[src/rtl/flag_register_pkg.sv]
// Shared flag-bit indices, branch condition codes and the condition evaluator
// used by the flag register and its save stack.
package flag_register_pkg;

    localparam int FLAG_W = 4;
    localparam int FLAG_C = 0;
    localparam int FLAG_O = 1;
    localparam int FLAG_Z = 2;
    localparam int FLAG_N = 3;

    typedef enum logic [3:0] {
        COND_AL = 4'd0,
        COND_C  = 4'd1,
        COND_NC = 4'd2,
        COND_Z  = 4'd3,
        COND_NZ = 4'd4,
        COND_N  = 4'd5,
        COND_NN = 4'd6,
        COND_O  = 4'd7,
        COND_NO = 4'd8,
        COND_HI = 4'd9,
        COND_LS = 4'd10,
        COND_GE = 4'd11,
        COND_LT = 4'd12,
        COND_GT = 4'd13,
        COND_LE = 4'd14,
        COND_NV = 4'd15
    } cond_e;

    function automatic logic cond_eval(input logic [3:0] cond, input logic [FLAG_W-1:0] f);
        logic c, o, z, n;
        c = f[FLAG_C];
        o = f[FLAG_O];
        z = f[FLAG_Z];
        n = f[FLAG_N];
        case (cond_e'(cond))
            COND_AL: cond_eval = 1'b1;
            COND_C:  cond_eval = c;
            COND_NC: cond_eval = ~c;
            COND_Z:  cond_eval = z;
            COND_NZ: cond_eval = ~z;
            COND_N:  cond_eval = n;
            COND_NN: cond_eval = ~n;
            COND_O:  cond_eval = o;
            COND_NO: cond_eval = ~o;
            COND_HI: cond_eval = c & ~z;
            COND_LS: cond_eval = ~c | z;
            COND_GE: cond_eval = (n == o);
            COND_LT: cond_eval = (n != o);
            COND_GT: cond_eval = ~z & (n == o);
            COND_LE: cond_eval = z | (n != o);
            default: cond_eval = 1'b0;
        endcase
    endfunction

endpackage

[src/rtl/flag_register_stack.sv]
// LIFO save stack for the flag word: push, pop and push+pop exchange, with
// full/empty status and a single-cycle error pulse on overflow or underflow.
module flag_stack
    import flag_register_pkg::*;
#(
    parameter int  DEPTH = 4,
    localparam int CNT_W = $clog2(DEPTH + 1)
) (
    input  logic              clk,
    input  logic              reset,
    input  logic              i_push,
    input  logic              i_pop,
    input  logic [FLAG_W-1:0] i_data,
    output logic [FLAG_W-1:0] o_top,
    output logic              o_pop_valid,
    output logic              o_empty,
    output logic              o_full,
    output logic              o_err
);

    localparam int IDX_W = (DEPTH > 1) ? $clog2(DEPTH) : 1;

    logic [CNT_W-1:0]  r_occ;
    logic [FLAG_W-1:0] r_mem [DEPTH];

    logic [CNT_W-1:0] w_occ_m1;
    logic [IDX_W-1:0] w_top_idx;
    logic [IDX_W-1:0] w_wr_idx;
    logic             w_empty;
    logic             w_full;
    logic             w_push_ok;
    logic             w_pop_ok;
    logic             w_xchg;

    assign w_occ_m1  = r_occ - CNT_W'(1);
    assign w_top_idx = w_occ_m1[IDX_W-1:0];
    assign w_empty   = (r_occ == '0);
    assign w_full    = (r_occ == CNT_W'(DEPTH));

    // Exchange overwrites the current top; a plain push writes one slot above it.
    assign w_push_ok = i_push & ~i_pop & ~w_full;
    assign w_pop_ok  = i_pop & ~i_push & ~w_empty;
    assign w_xchg    = i_push & i_pop & ~w_empty;
    assign w_wr_idx  = w_xchg ? w_top_idx : r_occ[IDX_W-1:0];

    assign o_top       = w_empty ? '0 : r_mem[w_top_idx];
    assign o_pop_valid = i_pop & ~w_empty;
    assign o_empty     = w_empty;
    assign o_full      = w_full;
    assign o_err       = (i_push & ~i_pop & w_full) | (i_pop & w_empty);

    always_ff @(posedge clk) begin
        if (reset) begin
            r_occ <= '0;
        end else if (w_push_ok) begin
            r_occ <= r_occ + CNT_W'(1);
        end else if (w_pop_ok) begin
            r_occ <= w_occ_m1;
        end
    end

    // Contents are left alone by reset; only the occupancy defines what is valid.
    always_ff @(posedge clk) begin
        if (!reset && (w_push_ok || w_xchg)) begin
            r_mem[w_wr_idx] <= i_data;
        end
    end

endmodule

[src/rtl/flag_register.sv]
// Architectural {N,Z,O,C} status register: merges set/clear and ALU updates,
// saves/restores through flag_stack and decodes the branch condition.
module flag_register
    import flag_register_pkg::*;
#(
    parameter int  DEPTH = 4,
    localparam int CNT_W = $clog2(DEPTH + 1)
) (
    input  logic              clk,
    input  logic              reset,
    input  logic              alu_we,
    input  logic [FLAG_W-1:0] alu_flags,
    input  logic [FLAG_W-1:0] alu_mask,
    input  logic              set_we,
    input  logic [FLAG_W-1:0] set_flags,
    input  logic              push,
    input  logic              pop,
    input  logic              err_clr,
    input  logic [3:0]        cond,
    output logic [FLAG_W-1:0] flags,
    output logic              cond_true,
    output logic              stack_empty,
    output logic              stack_full,
    output logic              stack_err
);

    logic [FLAG_W-1:0] r_flags;
    logic              r_stack_err;

    logic [FLAG_W-1:0] w_top;
    logic              w_pop_valid;
    logic              w_err_pulse;

    flag_stack #(
        .DEPTH (DEPTH)
    ) u_stack (
        .clk         (clk),
        .reset       (reset),
        .i_push      (push),
        .i_pop       (pop),
        .i_data      (r_flags),
        .o_top       (w_top),
        .o_pop_valid (w_pop_valid),
        .o_empty     (stack_empty),
        .o_full      (stack_full),
        .o_err       (w_err_pulse)
    );

    // A valid pop (including exchange) restores flags and drops any set/ALU write.
    always_ff @(posedge clk) begin
        if (reset) begin
            r_flags <= '0;
        end else if (w_pop_valid) begin
            r_flags <= w_top;
        end else if (set_we) begin
            r_flags <= set_flags;
        end else if (alu_we) begin
            r_flags <= (alu_flags & alu_mask) | (r_flags & ~alu_mask);
        end
    end

    always_ff @(posedge clk) begin
        if (reset) begin
            r_stack_err <= 1'b0;
        end else if (w_err_pulse) begin
            r_stack_err <= 1'b1;
        end else if (err_clr) begin
            r_stack_err <= 1'b0;
        end
    end

    assign flags     = r_flags;
    assign stack_err = r_stack_err;
    assign cond_true = cond_eval(cond, r_flags);

endmodule
[config.mk]
export PLATFORM = sky130hd
export DESIGN_NAME = flag_register
export DESIGN_NICKNAME = d
export VERILOG_FILES = /design/src/rtl/flag_register_pkg.sv /design/src/rtl/flag_register_stack.sv /design/src/rtl/flag_register.sv
export SDC_FILE = /design/constraint.sdc
export NUM_CORES = 1
export LEC_CHECK = 0
export CAP_MARGIN = 20
export CORE_ASPECT_RATIO = 1.75
export CORE_MARGIN = 4
export CORE_UTILIZATION = 50
export CTS_CLUSTER_DIAMETER = 120
export DETAILED_ROUTE_END_ITERATION = 10
export HOLD_SLACK_MARGIN = 0.12
export PLACE_DENSITY_LB_ADDON = 0.3
export SLEW_MARGIN = 20
export SYNTH_ARGS = -nofsm -noshare
export SYNTH_HDL_FRONTEND = slang
export SYNTH_SLANG_ARGS = --single-unit
[constraint.sdc]
create_clock -name clk -period 2.9 [get_ports clk]
set_clock_uncertainty 0.15 [all_clocks]
set_input_delay 0.58 -clock clk [delete_from_list [all_inputs] [get_ports clk]]
set_output_delay 0.58 -clock clk [all_outputs]
set_load 0.01 [all_outputs]
[Word-level counts from Yosys, hierarchy flattened]
Memories as Yosys holds them, arrays and structs flattened.
Index checks and enable logic that the tools add are counted.
Word-level totals
  register bits after elaboration: 8
  RAM bits: 16
  input port bits: 23
  logic and storage cells: 69
  memories: 1
Operators by class
  add/subtract/negate cells: 2
  eq/ne operators: 17
  mux-type cells: 12
  bitwise operators: 26
  reduce and logical (&&, ||, !) cells: 8
Memories
  u_stack.r_mem: words 4, bits a word 4, read ports 1, clocked after memory_dff 0, write ports 1, RTL line flag_register_stack.sv:24  | logic [FLAG_W-1:0] r_mem [DEPTH];
Operators with widths (count)
  4-bit == test, second input constant: 7
  4-bit by 3-bit == test with 1-bit output, second input constant: 4
  4-bit two-way mux: 4
  1-bit one-hot mux with 15 select lines: 1
  1-bit AND: 11
  4-bit AND: 2
  4-bit by 2-bit == test with 1-bit output, second input constant: 2
  1-bit NOT: 8
  3-bit two-way mux: 2
  4-bit by 1-bit == test with 1-bit output, second input constant: 1
  4-bit logical NOT: 1
  1-bit two-way mux: 4
  4-bit NOT: 1
  4-bit OR: 1
  2-bit nonzero test: 2
  3-bit by 1-bit adder with 3-bit output, second input constant: 1
  3-bit == test, second input constant: 1
  3-bit logical NOT: 1
  1-bit OR: 3
  3-bit nonzero test: 1
  3-bit by 1-bit subtractor with 3-bit output, second input constant: 1
  2-bit two-way mux: 1
  1-bit == test: 1
  1-bit logical AND: 1
  other kinds (3): 3

[Depth between registers and ports, before layout]
  depth after elaboration: 7
  depth in mapped cells: 9

[Modules after synthesis]
Synthesis repeated with hierarchy kept, for this count alone.
Second synthesis, totals
  cell total of the unflattened synthesis: 138
  area total of the unflattened synthesis: 1467.7 um^2
By module, submodules not included
  flag_stack: instances 1, cells each 76, area each 984.7 um^2, sequential area each 540.5 um^2
  flag_register: instances 1, cells each 62, area each 483.0 um^2, sequential area each 100.1 um^2

[Worst setup path after synthesis]
No wires, ideal clock.
  kind: register to register
  start point: register u_stack.r_occ[0]
  end point: memory u_stack.r_mem[2][0], enable pin
  arrival: 1.966 ns
  required time: 2.411 ns
  setup slack: 0.445 ns
  stages on the path, launching flop included: 9
  path buffers: 2
  cells stage by stage: dfxtp_1 buf_2 inv_1 ha_1 buf_2 nor2b_4 nand3b_1 or3_1 a21oi_1
Between the ends
  cells in the longest elaborated chain, start to end: 7
  elaborated cells on any way between the ends: 12
  classes of those cells: add/sub: 1; eq/ne: 1; mux: 3; bitwise: 4; reduce/logical: 3
Ends and longest elaborated chain
  start: declaration: RTL line flag_register_stack.sv:23  | logic [CNT_W-1:0] r_occ;
  start signal: assignment: RTL line flag_register_stack.sv:56  | r_occ <= r_occ + CNT_W'(1);
  start signal: assignment: RTL line flag_register_stack.sv:58  | r_occ <= w_occ_m1;
  3-bit logical NOT (*): RTL line flag_register_stack.sv:37  | assign w_empty = (r_occ == '0);
  net stack_empty: RTL line flag_register.sv:22  | output logic stack_empty,
  1-bit NOT (*): RTL line flag_register_stack.sv:43  | assign w_xchg = i_push & i_pop & ~w_empty;
  1-bit AND (*): RTL line flag_register_stack.sv:43
  1-bit logical OR: RTL line flag_register_stack.sv:64  | if (!reset && (w_push_ok || w_xchg)) begin
  1-bit logical AND: RTL line flag_register_stack.sv:64
  1-bit two-way mux: RTL line flag_register_stack.sv:64
  1-bit two-way mux (implied by the code): RTL line flag_register_stack.sv:65  | r_mem[w_wr_idx] <= i_data;
  end: declaration: RTL line flag_register_stack.sv:24
Mark *: on every way through the listed nets, which the timed path passes. The rest lies on a longest branch.

[Worst setup path after layout]
  start point: input cond[1]
  end point: output cond_true
Between the ends
  cells in the longest elaborated chain, start to end: 2
  elaborated cells on any way between the ends: 16
  classes of those cells: eq/ne: 14; mux: 1; reduce/logical: 1
Ends and longest elaborated chain
  start: declaration: RTL line flag_register.sv:19  | input logic [3:0] cond,
  4-bit == test (tied with other cells): RTL line flag_register_pkg.sv:36  | case (cond_e'(cond))
  1-bit one-hot mux with 15 select lines (*): RTL line flag_register_pkg.sv:36
  end: declaration: RTL line flag_register.sv:21  | output logic cond_true,
Every way passes the cells marked *; elsewhere a longest branch is shown, timed or not.

==> flow_summary.yaml <==
status:
  outcome: "completed"
sta:
  whs_ns: 0.338
  fin_crit_sh: 0.927
  fin_crit_ns: 2.69
  slew_headroom: 0.675
  rsz0062_at_grt: "no"
  final-max-slew-violation-count: 0
  fmax_mhz: 372
  setup-tns-final_ns: 0
  worst-slew-pin-transition_ns: 0.487
  finalSetupViolCount: 0
  hold_viol_final: 0
global_route:
  grt_pass1_vias: 1248
  grt_max_degree: 15
  grt_pass1_wl_um: 5450
  antenna_found_initial: 0
  overflow: 0
  grt_usage: 0.202
clock_tree:
  clk_pin_slew_ns: 0.08
  clkSinkCount: 24
  clock_tree.root_cell: "clkbuf_8"
  cts_tree: "done"
  clk_latency_ns: 0.26
  h-tree-depth: 1
  cts_hold_buf: 0
  cts.path.max_buffers: 2
  cts_buffers: 3
  postCtsSetupBuffers: 0
synth:
  synth_area_per_cell_sq_um: 10.5
  yosys.area.top_type: "edfxtp_1"
  async_flop_share: 0
  ys_seq_area_frac: 0.453
  netlist_top_cells_area: "edfxtp_1 (34%), dfxtp_1 (11%), mux2i_1 (7.1%), mux4_2 (6.4%), nand2_1 (3.7%)"
  synth_seq_cells: 24
  synth_edf_count: 16
  synth_cell_types: 43
  syn_inst: 135
  syn_area_sq_mm: 0.00141
  yosysWarningCount: 0
  yosys.area.top_type_share: 0.340
  ys.flop_type: "edfxtp_1"
  synth_fp_nets: 161
final_layout:
  drive_gt1_frac: 0.177
  final_area_sq_mm: 0.00189
  layout_commonest_cell: "clkdlybuf4s50_1"
  insertedDiodeCount: 0
  syn2layout_area_growth_pct: 33.6
  nNetsFinal: 202
  final_cells: 202
  mostFrequentLayoutCells: "clkdlybuf4s50_1 (25), edfxtp_1 (16), nand2_1 (13), buf_4 (13), nor2_1 (12)"
placed_design:
  port_buffers: 30
  dp_hpwl_um: 2700
  gp_congestion: 0.828
  placed_area_sq_mm: 0.00180
  dpl.cell_count: 197
worst_setup_path:
  cp.required_ns: 2.17
  cp_max_fo: 7
  crit_type: "in2out"
  setup.worst_path.start_class: "primary input"
  cp.arrival_ns: 1.96
  worst_setup_path_end_kind: "output port"
  r2r_slack_ns: 0.33
route:
  avgRoutedWirePerCell_um: 16.7
  drc_errors: 0
  drtIter0Drc: 35
  vias_per_cell: 5.86
  vias: 1183
  drt_first_pass_iters: 4
  wirelength_um: 3370
  ant_nets: 0
power:
  ir_drop_uv: 405
  p_total_mw: 1.00
  power_density_mw_per_mm2: 530
  power.leakage_nw: 0.716
die:
  die_w_um: 48.2
  num_rows: 25
  io_pins: 31
  start_util: 0.519
  die_y_um: 78.3
  coreArea_sq_mm: 0.00272
  dieArea_sq_mm: 0.00377
min_path:
  holdCritPathClass: "reg2reg"
flow_run:
  drv_cap: 0
cell type report:
class | count | area [sq um]
clock buffer | 3 | 41.3
clock inverter | 1 | 30.0
fill | 205 | 835
inverter | 4 | 15.0
multi-input combinational | 98 | 718
sequential | 24 | 641
tap | 27 | 33.8
timing repair buffer | 45 | 408
through the flow:
stage               setup slack, ns  utilization
floorplan                     0.445            -
global placement             -0.339        0.663
detailed placement           -0.387        0.663
CTS                          0.0600        0.690
global route                  0.133        0.693
finish                        0.213        0.693
path summary, 6_finish.rpt:
kind	to	cells after the start	from
setup / recovery	cond_true	7	cond[1]
hold / removal	u_stack.r_mem[1][0]	0	flip-flop
setup reg to reg	u_stack.r_mem[2][0]	6	u_stack.r_occ[1]
hold reg to reg	u_stack.r_mem[1][0]	0	flip-flop
Yosys cell counts (all sizes together) (2+ instances only):
| library cell | n |
|---|---|
| nand4 | 2 |
| buf | 8 |
| nor2 | 13 |
| nand3b | 3 |
| mux4 | 4 |
| o21ai | 5 |
| xnor2 | 2 |
| nor2b | 2 |
| nor3 | 3 |
| inv | 4 |
| o211ai | 2 |
| edfxtp | 16 |
| nand2 | 14 |
| nand2b | 3 |
| dfxtp | 8 |
| nand4b | 2 |
| a21oi | 8 |
| mux2i | 10 |
| nand3 | 4 |
| ha | 3 |
worst max-delay path, cell delays in order:
cell,delay [ns]
dlygate4sd2_1,0.29
and4bb_2,0.25
a311o_1,0.33
a21oi_2,0.14
o211ai_1,0.10
o31a_2,0.12
buf_2,0.14
kinds of logic (layout without fill, tap and decap cells):
logic type               count (synthesis)  after routing  synth area share
AO/OA/AOI/OAI                           27             27             0.128
multiplexers                            14             14             0.135
buffers and inverters                   13             53            0.0452
adder cells (fa/ha/maj)                  3              3            0.0266
flip-flops                              24             24             0.453
AND/OR/NAND/NOR                         51             51             0.193
XOR/XNOR                                 3              3            0.0186
power breakdown:
group	total (mW)	switching, mW	internal [mW]
logic	0.301	0.144	0.157
registers	0.411	0.0193	0.391
clock network	0.289	0.105	0.184
total	1.00	0.268	0.733
per-layer routing:
metal / track usage / wire length (um) / vias up / part of all wire
li1: - / - / 586 / -
met1: 0.195 / 1150 / 571 / 0.34
met2: 0.369 / 2070 / 20 / 0.62
met3: 0.0344 / 77 / 6 / 0.023
met4: 0.0943 / 69 / 0 / 0.020
met5: 0 / 0 / - / 0
timing repair:
action,4_1_cts,5_1_grt
pin swaps,2,0
gates resized for setup,9,3
setup endpoints to repair,1,1
cloned,1,0
endpoints found under the hold margin,0,0
Power figures use the tool's default switching activity.
